**config.mk**
```make
export PLATFORM = sky130hd
export DESIGN_NAME = seg_countdown
export DESIGN_NICKNAME = d
export VERILOG_FILES = /design/src/rtl/seg_countdown.sv
export SDC_FILE = /design/constraint.sdc
export NUM_CORES = 1
export LEC_CHECK = 0
export ABC_AREA = 1
export BUFFER_PORTS_ARGS = -buffer_cell sky130_fd_sc_hd__buf_2
export CAP_MARGIN = 15
export CORE_MARGIN = 2
export CORE_UTILIZATION = 56
export DETAILED_ROUTE_END_ITERATION = 10
export HOLD_SLACK_MARGIN = 0.12
export PLACE_DENSITY_LB_ADDON = 0.2
export REMOVE_ABC_BUFFERS = 1
export SYNTH_ARGS = -nofsm -noshare
export SYNTH_HDL_FRONTEND = slang
export SYNTH_SLANG_ARGS = --single-unit
```
**constraint.sdc**
```tcl
create_clock -name clk -period 1.6 [get_ports clk]
set_clock_uncertainty 0.2 [all_clocks]
set_input_delay 0.24 -clock clk [delete_from_list [all_inputs] [get_ports clk]]
set_output_delay 0.24 -clock clk [all_outputs]
set_load 0.1 [all_outputs]
```
**src/rtl/seg_countdown.sv**
```systemverilog
// -----------------------------------------------------------------------------
// seg_countdown
//
// This block loads two active-low 7-segment digit patterns and decodes them
// into an 8-bit value, {high nibble, low nibble}. It then counts that value
// down to zero, one step per enabled clock. The decode table is the inverse of
// the team's binary-to-segment encoder. Any of the 112 patterns that are not
// in the table count as invalid.
//
// Ports
//   clk      in   1  rising-edge clock
//   clear_b  in   1  asynchronous active-low reset
//   load     in   1  capture seg_hi/seg_lo and (re)start a countdown
//   enable   in   1  decrement enable, used only while counting
//   seg_hi   in   7  high digit pattern, bit0 = segment a .. bit6 = segment g
//   seg_lo   in   7  low digit pattern, same encoding
//   count    out  8  current countdown value (registered)
//   busy     out  1  high while counting (decoded from the state register)
//   done     out  1  one-cycle pulse on the edge that reaches zero
//   err      out  1  sticky flag: last load held an unrecognised pattern
// -----------------------------------------------------------------------------
module seg_countdown (
    input  logic       clk,
    input  logic       clear_b,
    input  logic       load,
    input  logic       enable,
    input  logic [6:0] seg_hi,
    input  logic [6:0] seg_lo,
    output logic [7:0] count,
    output logic       busy,
    output logic       done,
    output logic       err
);

    typedef enum logic [1:0] {
        ST_IDLE  = 2'd0,
        ST_COUNT = 2'd1,
        ST_DONE  = 2'd2
    } state_t;

    state_t     state_q, state_d;
    logic [7:0] count_q, count_d;
    logic       done_q,  done_d;
    logic       err_q,   err_d;

    logic [4:0] hi_dec;
    logic [4:0] lo_dec;
    logic       load_ok;
    logic [7:0] load_val;

    // Returns {valid, nibble}. An unlisted pattern returns valid = 0.
    function automatic logic [4:0] seg_decode(input logic [6:0] pat);
        logic [4:0] r;
        case (pat)
            7'h40:   r = {1'b1, 4'h0};
            7'h79:   r = {1'b1, 4'h1};
            7'h24:   r = {1'b1, 4'h2};
            7'h30:   r = {1'b1, 4'h3};
            7'h19:   r = {1'b1, 4'h4};
            7'h12:   r = {1'b1, 4'h5};
            7'h02:   r = {1'b1, 4'h6};
            7'h78:   r = {1'b1, 4'h7};
            7'h00:   r = {1'b1, 4'h8};
            7'h18:   r = {1'b1, 4'h9};
            7'h08:   r = {1'b1, 4'hA};
            7'h03:   r = {1'b1, 4'hB};
            7'h46:   r = {1'b1, 4'hC};
            7'h21:   r = {1'b1, 4'hD};
            7'h06:   r = {1'b1, 4'hE};
            7'h0E:   r = {1'b1, 4'hF};
            default: r = '0;
        endcase
        return r;
    endfunction

    always_comb begin
        hi_dec   = seg_decode(seg_hi);
        lo_dec   = seg_decode(seg_lo);
        load_ok  = hi_dec[4] & lo_dec[4];
        load_val = {hi_dec[3:0], lo_dec[3:0]};
    end

    // Next-state logic. A load always wins over enable. An invalid load keeps
    // count unchanged but abandons any countdown that is in progress.
    always_comb begin
        state_d = state_q;
        count_d = count_q;
        err_d   = err_q;
        done_d  = 1'b0;

        if (load) begin
            if (load_ok) begin
                count_d = load_val;
                err_d   = 1'b0;
                if (load_val == 8'h00) begin
                    state_d = ST_DONE;
                    done_d  = 1'b1;
                end else begin
                    state_d = ST_COUNT;
                end
            end else begin
                err_d   = 1'b1;
                state_d = ST_IDLE;
            end
        end else begin
            case (state_q)
                ST_COUNT: begin
                    if (enable) begin
                        count_d = count_q - 8'd1;
                        if (count_q == 8'd1) begin
                            state_d = ST_DONE;
                            done_d  = 1'b1;
                        end
                    end
                end
                // Enable is ignored here, so count cannot wrap below zero.
                ST_IDLE: state_d = ST_IDLE;
                ST_DONE: state_d = ST_DONE;
                default: state_d = ST_IDLE;
            endcase
        end
    end

    always_ff @(posedge clk or negedge clear_b) begin
        if (!clear_b) begin
            state_q <= ST_IDLE;
            count_q <= '0;
            done_q  <= 1'b0;
            err_q   <= 1'b0;
        end else begin
            state_q <= state_d;
            count_q <= count_d;
            done_q  <= done_d;
            err_q   <= err_d;
        end
    end

    assign count = count_q;
    assign busy  = (state_q == ST_COUNT);
    assign done  = done_q;
    assign err   = err_q;

endmodule

```
==> summary.md, run 1 <==
| Metric | Value |
|---|---|
| Vias | 2,253 |
| Total CTS buffers | 3 |
| Io pins | 29 |
| Synth Warn # | 0 |
| Initial DRC Count | between 300 and 400 |
| Fmax | 0.534 GHz |
| Tot Pwr | roughly 2300 uW |
| Fraction of layout cells with a size suffix above 1 | between 30% and 40% |
| Final GP Congestion | 0.875 |
| Fin nets | 374 |
| Crit path DAT | between 1.5 and 2 ns |
| Kind of critical path | primary input to flop |
| Synth cell types | 31 |
| Top-count cell post-synth | nand2_1 |
| GRT overflow | 0 |
| DIE WIDTH | around 56 um |
| Buf/Inv on CP | 3 |
| # fillers | 120 |
| Yosys top cell area share | 29.5% |
| Crit-path slowest cell | nor2_1 |
| Vias in the first global route | roughly 1,700 |
| Critical path peak fanout | 6 |
| Crit path top cell by count | nand2_1 |
| First-pass GRT wire length | 6820 um |
| Nature of the critical path startpoint | primary input |
| Largest net degree at the start of global routing | 15 |
| CTS root buf | clkbuf_4 |
| Critical path's top delay family | simple AND/OR/NAND/NOR gates |
| Antenna diodes | 0 |
| Die ar. | 3120 um^2 |
| Int Pwr | 1110 uW |
| WP data required | 1.63 ns |
| Final setup viols | 12 |
| Hold Crit Class | primary input to async pin |
| Gr usage total | 26.6% |
| Synth Flop Type | dfrtp_1 |
| Syn Inst Count | 284 |
| H-tree depth | 1 |
| Post-synthesis sequential area ratio | 20.0% |
| Fin Setup TNS | -1.02 ns |
| Die extent in y | 55.8 um |
| CTS tree | yes |
| Worst setup EP type | flop |
| Worst Max-Slew Pin Slew | between 0.4 and 0.5 ns |
| Clock transition at the registers of the reported paths | 0.10 ns |
| Max cap viols | 0 |
| Largest area contributor in the netlist | nand2_1 |
| Synth Register Bits | 12 |
| Drt total wl | between 6000 and 7000 um |
| Avg WL per Cell | 15.7 um |
| PD cells | 1010 nW/um^2 |
| Slew margin rel. | 66.9% |
| Number of port buffers | 28 |
| Initial DRT Pass Iterations | 5 |
| Clock power share | 12.4% |
| Post-synth EDFFs | 0 |
| Clk sinks | 12 |
| Violated checks | negative setup slack |
| Final ANT Viol Nets | 0 |
| Endpoints failing hold | 0 |
| Slew Limit Fails | 0 |
| Comb power frac | 68.2% |
| Unrepaired setup endpoints after global routing | true |
| Worst path cell trace | buf_2 -> inv_1 -> nand2_2 -> nor2_4 -> buf_4 -> nand2_1 -> nand2_1 -> nor2_1 -> nand2_1 -> nor2_1 -> nand2_1 -> nor2_2 -> nand2_1 -> a21oi_2 |
| Synth area leaders | nand2_1 29%, dfrtp_1 20%, nor2_1 16% |
| Async SR Flop Fraction | 100% |
| # rows | 18 |
| Final Worst Setup Slack | -0.272 ns |
| Commonest cells in the netlist | 118 x nand2_1, 63 x nor2_1, 28 x inv_1 |
| HPWL after DPL | approximately 3000 um |
| Sequential group share of total power | 19.4% |
| Syn avg cell area | 5.30 um^2 |
| Initial Util | 59.6% |
| Clock Path Buffers | 2 |
| Sw frac | ~52% |
| Leak | 0.00133 uW |
| Peak VDD IR | 1.48 mV |
| Latest clock arrival within the worst-skew pair | 0.31 ns |
| Status | finished, violations left |
| Remaining DRCs | 0 |
| Clock period minus worst slack | 1.87 ns |
| Crit path largest cell delay | 0.18 ns |
| Psw | 1210 uW |
| Antenna violations before repair | 0 |
| Core ar. | about 2500 um^2 |
| Final period util | 117% |
| Worst R2R Setup Slack | -0.22 ns |
| Layout area overhead | 52.9% |
| Via/cell ratio | 5.90 |
| Mapped Area | 1500 um^2 |
## power by group through the flow
stage	Clock, uW	Sequential [uW]	Combinational, uW
6_report	287	451	1580
5_1_grt	294	455	1660
4_1_cts	261	425	1350
3_5_place_dp	0	427	1260
3_3_place_gp	0	424	1240
2_1_floorplan	0	808	380
## cell families after synthesis
kind of cell | after synthesis | share of synthesized area [%]
and+or+nand+nor | 218 | 61.8
buffers and inverters | 33 | 8.32
AOI/OAI and AO/OA | 15 | 5.66
DFF | 12 | 20.0
xor gates and xnor gates | 3 | 1.75
adders and majority gates | 3 | 2.50
## cell type report
class / instances / area [um^2] / area share (%)
Timing Repair Buffer: 65 / 558 / 24.3
Clock buffer: 4 / 36.3 / 1.58
Sequential cell: 12 / 303 / 13.2
Inverter: 31 / 116 / 5.06
Tap cell: 30 / 37.5 / 1.63
Multi-Input combinational cell: 240 / 1250 / 54.3
## metal layers
| layer | GRT usage [%] | wire length, um | vias to the layer above | share of wire [%] |
|---|---|---|---|---|
| li1 | - | - | 1014 | - |
| met1 | 31.0 | 2210 | 975 | 37 |
| met2 | 47.4 | 2690 | 196 | 45 |
| met3 | 2.56 | 630 | 68 | 10 |
| met4 | 14.6 | 485 | 0 | 8.1 |
| met5 | 0 | 0 | - | 0 |
## placed cells by master (no fill, tap or decap), types with 3 or more instances in the layout
cell	n
o21ai_0	4
inv_2	11
nor2_4	5
inv_1	19
dfrtp_1	10
clkbuf_4	3
nor2_2	14
buf_2	17
nand2_1	105
nand2_2	16
buf_12	8
buf_4	36
o21ai_1	3
nor2_1	49
nand3_1	17
## state kept, by name, indices dropped and copies added, names as in the netlist
name and flops:
count 8, done 1, err 1, state_q 2
## through the flow
step | util, % | cell area, um^2 | hold slack [ns] | setup WS [ns] | instances
2_1_floorplan | - | 1500 | -0.256 | -0.675 | 282
3_3_place_gp | 79.4 | 2000 | -0.0747 | -0.215 | 368
3_5_place_dp | 79.4 | 2000 | -0.0663 | -0.261 | 368
4_1_cts | 83.9 | 2120 | 0.145 | -0.00715 | 378
5_1_grt | 91.2 | 2300 | 0.163 | -0.480 | 382
6_report | 91.2 | 2300 | 0.140 | -0.272 | 382
## repair_timing
action	4_1_cts	5_1_grt
resized for setup	10	56
hold buffers	2	0
gates cloned	0	1
setup buffers	4	3
pin swaps	3	23
hold endpoints to repair	14	0
setup endpoints to repair	5	13
## worst paths after layout
path | from | end | depth (start not counted)
hold reg to reg | err$_DFFE_PN0P_ | err$_DFFE_PN0P_ | 2
setup reg to reg | count[4]$_DFFE_PN0P_ | state_q[1]$_DFFE_PN0P_ | 9
hold / removal | clear_b | count[7]$_DFFE_PN0P_ | 2
setup / recovery | seg_hi[5] | state_q[1]$_DFFE_PN0P_ | 14
max in group asynchronous | clear_b | count[3]$_DFFE_PN0P_ | 2
min in group clk | load | err$_DFFE_PN0P_ | 4
(Power assumes the default switching activity.)
==> run 2: changes to the inputs <==
CTS_CLUSTER_SIZE = 8   (was unset)
clock period = 1.8 ns   (was 1.6 ns; I/O delays follow)
==> run 2 against run 1 <==
The flow now finishes without violations. Worst hold slack worse by 0.0091 ns. Routed wire length down 41%. Non-clock buffer count down 20. First-iteration DRC count down 79%. Register-to-register slack better by 0.33 ns. Final cell count down 5.5%. Die area unchanged. Core utilization down 17 points. Critical path type is now flop to output pin. Highest routed layer unchanged.
==> summary.md, run 2 (same netlist as run 1, synthesis figures left out) <==
| Metric | Value |
|---|---|
| Slew Limit Fails | 0 (unchanged) |
| Critical path peak fanout | 4 (was 6) |
| CTS root buf | clkbuf_4 (unchanged) |
| Vias | 1,830 (was 2,253) |
| Io pins | 29 (unchanged) |
| HPWL after DPL | 2880 um (was 3090 um) |
| # fillers | 241 (was 120) |
| Max reg flops | 8 (unchanged) |
| Initial DRC Count | 62 (was 301) |
| Number of port buffers | 28 (unchanged) |
| Nature of the critical path startpoint | flop (was primary input) |
| Layout area overhead | 23.9% (was 52.9%) |
| Final period util | a little over nine tenths |
| # rows | 18 (unchanged) |
| Fraction of layout cells with a size suffix above 1 | 20.8% (was 37.8%) |
| CTS tree | yes (unchanged) |
| Remaining DRCs | 0 (unchanged) |
| Initial Util | 59.6% (unchanged) |
| Final setup viols | 0 (was 12) |
| Final GP Congestion | 0.903 (was 0.875) |
| Max cap viols | 0 (unchanged) |
| Tot Pwr | 1490 uW (was 2320 uW) |
| Clock Path Buffers | 2 (unchanged) |
| Hold Crit Class | primary input to flop (was primary input to async pin) |
| Status | finished clean (was finished, violations left) |
| PD cells | 799 nW/um^2 (was 1010 nW/um^2) |
| Crit path largest cell delay | 0.42 ns (was 0.18 ns) |
| Clk sinks | 12 (unchanged) |
| Total CTS buffers | 3 (unchanged) |
| Most common cell after layout, fill and taps aside | nand2_1 (unchanged) |
| Worst Max-Slew Pin Slew | 0.494 ns (was 0.499 ns) |
| Drt total wl | 3580 um (was 6010 um) |
| GRT overflow | 0 (unchanged) |
| First-pass GRT wire length | 6310 um (was 6820 um) |
| Final ANT Viol Nets | 0 (unchanged) |
| Vias in the first global route | 1,577 (was 1,742) |
| WP data required | 1.33 ns (was 1.63 ns) |
| Commonest cells after routing, fill and taps aside | 118 x nand2_1, 61 x nor2_1, 28 x inv_1 (was 105 x nand2_1, 49 x nor2_1, 36 x buf_4) |
| Via/cell ratio | 5.07 (was 5.90) |
| Die extent in y | 55.8 um (unchanged) |
| Fin nets | 353 (was 374) |
| Avg WL per Cell | 9.90 um (was 15.7 um) |
| Kind of critical path | flop to output pin (was primary input to flop) |
| Clock transition at the registers of the reported paths | 0.07 ns (was 0.10 ns) |
| Antenna diodes | 0 (unchanged) |
| Peak VDD IR | 0.921 mV (was 1.48 mV) |
| Latest clock arrival within the worst-skew pair | 0.28 ns (was 0.31 ns) |
| Initial DRT Pass Iterations | 5 (unchanged) |
| Gr usage total | 24.4% (was 26.6%) |
| Die ar. | 3120 um^2 (unchanged) |
| H-tree depth | 1 (unchanged) |
| Unrepaired setup endpoints after global routing | false (was true) |
| Worst setup EP type | output pin (was flop) |
| Slew margin rel. | 67.3% (was 66.9%) |
| Clock period minus worst slack | around 1.7 ns |
| Largest net degree at the start of global routing | 15 (unchanged) |
| DIE WIDTH | 55.8 um (unchanged) |
| Worst path cell trace | buf_4 -> buf_2 (was buf_2 -> inv_1 -> nand2_2 -> nor2_4 -> buf_4 -> nand2_1 -> nand2_1 -> nor2_1 -> nand2_1 -> nor2_1 -> nand2_1 -> nor2_2 -> nand2_1 -> a21oi_2) |
| Fmax | 0.590 GHz |
| Antenna violations before repair | 0 (unchanged) |
| Crit path DAT | 1.23 ns (was 1.91 ns) |
| Endpoints failing hold | 0 (unchanged) |
| Core ar. | 2520 um^2 (unchanged) |
| Crit-path slowest cell | buf_2 (was nor2_1) |
| Leak | 0.00117 uW (was 0.00133 uW) |
| Hold WS | 0.131 ns (was 0.140 ns) |
-- run 2: power by group --
group	total, uW	switching [uW]	internal [uW]
clock	218	95.2	123
combinational	892	652	241
sequential	377	60.4	317
total	1490	807	681
-- run 2: critical path: cells and delay by family, from the launching register on --
kind / cells / cell delay, ns
buf+inv: 2 / 0.56
flops: 1 / 0.38
-- run 2: what timing repair did --
action                                  4_1_cts  5_1_grt
gates resized for setup                       0        3
buffers inserted                              0        1
endpoints found under the hold margin        12        0
endpoints found under the setup margin        0        1
hold buffers                                  1        0
-- run 2: cell type report --
| type | instances | area, um^2 | area share, % |
|---|---|---|---|
| multi-input cells | 239 | 1090 | 58.4 |
| repair buffers | 45 | 285 | 15.3 |
| clock buffers | 4 | 36.3 | 1.95 |
| well taps | 30 | 37.5 | 2.01 |
| flip-flops and latches | 12 | 300 | 16.1 |
| inverters | 31 | 116 | 6.25 |
-- run 2: final timing paths --
check / startpoint / to / slack, ns / cells past startpoint
max: count[0]$_DFFE_PN0P_ / count[0] / 0.10 / 2
min: enable / state_q[0]$_DFFE_PN0P_ / 0.13 / 4
max reg2reg: count[1]$_DFFE_PN0P_ / state_q[1]$_DFFE_PN0P_ / 0.11 / 9
min reg2reg: state_q[0]$_DFFE_PN0P_ / state_q[0]$_DFFE_PN0P_ / 0.31 / 2
max in group asynchronous: clear_b / err$_DFFE_PN0P_ / 0.99 / 2
min in group asynchronous: clear_b / count[5]$_DFFE_PN0P_ / 0.19 / 2
-- run 2: per-layer routing --
metal | vias up | GRT usage [%] | part of all wire (%)
met5 | - | 0 | 0
met4 | 0 | 12.6 | 2.7
met3 | 9 | 0.930 | 5.1
met2 | 59 | 42.0 | 48
met1 | 796 | 31.1 | 44
li1 | 966 | - | -
-- run 2: through the flow --
stage | cell area, um^2 | util (%) | worst slack, ns | cells | TNS (ns)
after floorplan | 1500 | - | -0.475 | 282 | -3.88
after global placement | 1800 | 71.4 | -0.0558 | 355 | -0.204
after detailed placement | 1800 | 71.4 | -0.0854 | 355 | -0.543
after CTS | 1850 | 73.2 | 0.0685 | 360 | 0
after global routing | 1860 | 73.9 | 0.00378 | 361 | 0
final | 1860 | 73.9 | 0.104 | 361 | 0
==> run 3: changes to the inputs <==
CORE_UTILIZATION = 45   (was 56)
clock period = 1.45 ns   (was 1.8 ns; I/O delays follow)
==> run 3 against run 2 <==
The run now ends with negative setup slack left. Design area rose by 40%. Clock power fell by 8%. Sequential power rose by 22%. Routed wire length rose by 38%. Worst hold slack improved by 0.023 ns. Final cell count rose by 13%. Global-route usage rose by 0.41 points. Non-clock buffer count rose by 34. Combinational power rose by 98%. Critical path type is now flop to flop. Highest routed layer unchanged.
==> summary.md, run 3 (same netlist as run 1, synthesis figures left out) <==
| Metric | Value |
|---|---|
| Final setup viols | 15 (was 0) |
| Post-route cell area | 2620 um^2 (was 1860 um^2) |
| Tot Pwr | 2430 uW (was 1490 uW) |
| Hold WS | 0.154 ns (was 0.131 ns) |
| Vias in the first global route | 1,792 (was 1,577) |
| Critical path peak fanout | 3 (was 4) |
| Via/cell ratio | 5.18 (was 5.07) |
| GRT overflow | 0 (unchanged) |
| Number of port buffers | 28 (unchanged) |
| Slew margin rel. | 77.7% (was 67.3%) |
| Clk sinks | 12 (unchanged) |
| Largest net degree at the start of global routing | 16 (was 15) |
| Crit-path slowest cell | dfrtp_1 (was buf_2) |
| Status | finished, violations left (was finished clean) |
| GRT met2 Usage | 45.7% (was 42.0%) |
| Non-Filler Instances | 409 (was 361) |
| First-pass GRT wire length | 7130 um (was 6310 um) |
| Clock period minus worst slack | 1.66 ns |
| Vias | 2,120 (was 1,830) |
| Gr usage total | 24.8% (was 24.4%) |
| CTS tree | yes (unchanged) |
| Register area | 300 um^2 (unchanged) |
| CTS root buf | clkbuf_4 (unchanged) |
| # fillers | 190 (was 241) |
| Leak | 0.00146 uW (was 0.00117 uW) |
| Core ar. | 3130 um^2 (was 2520 um^2) |
| # rows | 20 (was 18) |
| Die extent in y | 61.8 um (was 55.8 um) |
| Crit path top cell by count | nand2_1 |
| Fin nets | 388 (was 353) |
| WP data required | 1.47 ns (was 1.33 ns) |
| HPWL after DPL | 3140 um (was 2880 um) |
| Clock Path Buffers | 2 (unchanged) |
| Initial DRC Count | 225 (was 62) |
| Layout area overhead | 73.9% (was 23.9%) |
| Antenna violations before repair | 0 (unchanged) |
| Max cap viols | 0 (unchanged) |
| Slew Limit Fails | 0 (unchanged) |
| R2R cell count | 9 (unchanged) |
| Post-DP Area | 2130 um^2 (was 1800 um^2) |
| Nature of the critical path startpoint | flop (unchanged) |
| Most common cell after layout, fill and taps aside | nand2_1 (unchanged) |
| H-tree depth | 1 (unchanged) |
| Max reg flops | 8 (unchanged) |
| Drt total wl | 4930 um (was 3580 um) |
| GRT busiest layer | met2 (unchanged) |
| Worst setup EP type | flop (was output pin) |
| Crit path largest cell delay | 0.43 ns (was 0.42 ns) |
| Multi-input logic area | 1350 um^2 (was 1090 um^2) |
| Worst Max-Slew Pin Slew | 0.334 ns (was 0.494 ns) |
| Final Worst Setup Slack | -0.213 ns (was 0.104 ns) |
| Peak VDD IR | 0.598 mV (was 0.921 mV) |
| Remaining DRCs | 0 (unchanged) |
| Violated checks | negative setup slack |
| Critical path's top delay family | simple AND/OR/NAND/NOR gates (was buffers and inverters) |
| Antenna diodes | 0 (unchanged) |
| Final GP Congestion | 0.867 (was 0.903) |
| DIE WIDTH | 61.8 um (was 55.8 um) |
| Placed cell count | 390 (was 355) |
| Avg WL per Cell | 12.1 um (was 9.90 um) |
| Endpoints failing hold | 0 (unchanged) |
| Kind of critical path | flop to flop (was flop to output pin) |
| Io pins | 29 (unchanged) |
| Crit path depth | 9 (was 2) |
| Unrepaired setup endpoints after global routing | true (was false) |
| Die ar. | 3820 um^2 (was 3120 um^2) |
| Latest clock arrival within the worst-skew pair | 0.27 ns (was 0.28 ns) |
| Worst path cell trace | inv_2 -> nand4_1 -> buf_4 -> nor2_4 -> xor2_1 -> nand2_1 -> nand2_1 -> nand2_1 -> nand2_1 (was buf_4 -> buf_2) |
| Fraction of layout cells with a size suffix above 1 | 44.9% (was 20.8%) |
| Grt met3 use | 3.93% (was 0.930%) |
| Initial DRT Pass Iterations | 5 (unchanged) |
| Routing usage on met1 | 30.1% (was 31.1%) |
| Total CTS buffers | 3 (unchanged) |
| Fmax | 0.601 GHz |
| Final ANT Viol Nets | 0 (unchanged) |
| Buf/Inv on CP | 2 (unchanged) |
| Commonest cells after routing, fill and taps aside | 97 x nand2_1, 47 x nor2_1, 46 x buf_4 (was 118 x nand2_1, 61 x nor2_1, 28 x inv_1) |
| PD cells | 930 nW/um^2 (was 799 nW/um^2) |
| Crit path DAT | 1.68 ns (was 1.23 ns) |
| Initial Util | 48.1% (was 59.6%) |
| Final period util | 115% |
| Hold Crit Class | primary input to async pin (was primary input to flop) |
| Clock transition at the registers of the reported paths | 0.07 ns (about the same) |
## run 3: changes by cell type in the layout (fill, tap and decap cells not counted), moves of 5 or more
cell,change
inv_2,+10
buf_4,+30
buf_2,-20
nor2_1,-14
nand3_1,-5
inv_1,-14
nand2_2,+17
buf_6,+12
nand2_1,-21
nor2_4,+10
buf_12,+10
## run 3: repair_timing
action	in CTS	in global routing
hold endpoints to repair	14	2
setup buffers	9	6
pin swaps	21	21
hold buffers	1	1
gates cloned	1	0
endpoints found under the setup margin	12	17
resized for setup	41	75
## run 3: worst register-to-register path: stages, from the launching register on
cell and delay, ns:
dfrtp_1 0.43, inv_2 0.09, nand4_1 0.18, buf_4 0.22, nor2_4 0.08, xor2_1 0.18, nand2_1 0.07, nand2_1 0.07
nand2_1 0.05, nand2_1 0.05
## run 3: cell type report
class,instances,share of cell area (%)
timing repair buffer,79,29.2
multi-input combinational,240,51.4
inverter,31,4.93
clock buffer,3,0.861
sequential,12,11.5
tap,44,2.11
## run 3: power by group
part	total, uW	switching, uW	internal, uW	leakage, uW
registers	461	67.5	394	0.000158
clock network	200	103	96.4	0.0000138
logic	1770	1030	740	0.00129
total	2430	1200	1230	0.00146
## run 3: path summary, 6_finish.rpt
kind	start	to	slack (ns)
min in group clk	load	done$_DFF_PN0_	0.21
worst min-delay path	clear_b	count[4]$_DFFE_PN0P_	0.15
worst max register to register	count[0]$_DFFE_PN0P_	count[5]$_DFFE_PN0P_	-0.21
worst min register to register	state_q[1]$_DFFE_PN0P_	state_q[1]$_DFFE_PN0P_	0.34
max in group asynchronous	clear_b	err$_DFFE_PN0P_	0.68
worst max-delay path	count[0]$_DFFE_PN0P_	count[5]$_DFFE_PN0P_	-0.21
## run 3: metrics by stage
stage | utilization, % | worst slack (ns) | setup TNS, ns
after floorplan | - | -0.825 | -7.92
after global placement | 68.0 | -0.368 | -3.72
after detailed placement | 68.0 | -0.388 | -4.04
after CTS | 75.2 | -0.119 | -0.645
after global routing | 83.6 | -0.281 | -2.65
final | 83.6 | -0.213 | -1.44
## run 3: layer usage
metal	vias up	share of wire [%]
met2	91	52
met5	-	0
met4	0	2.4
met1	966	41
met3	19	5.1
li1	1044	-
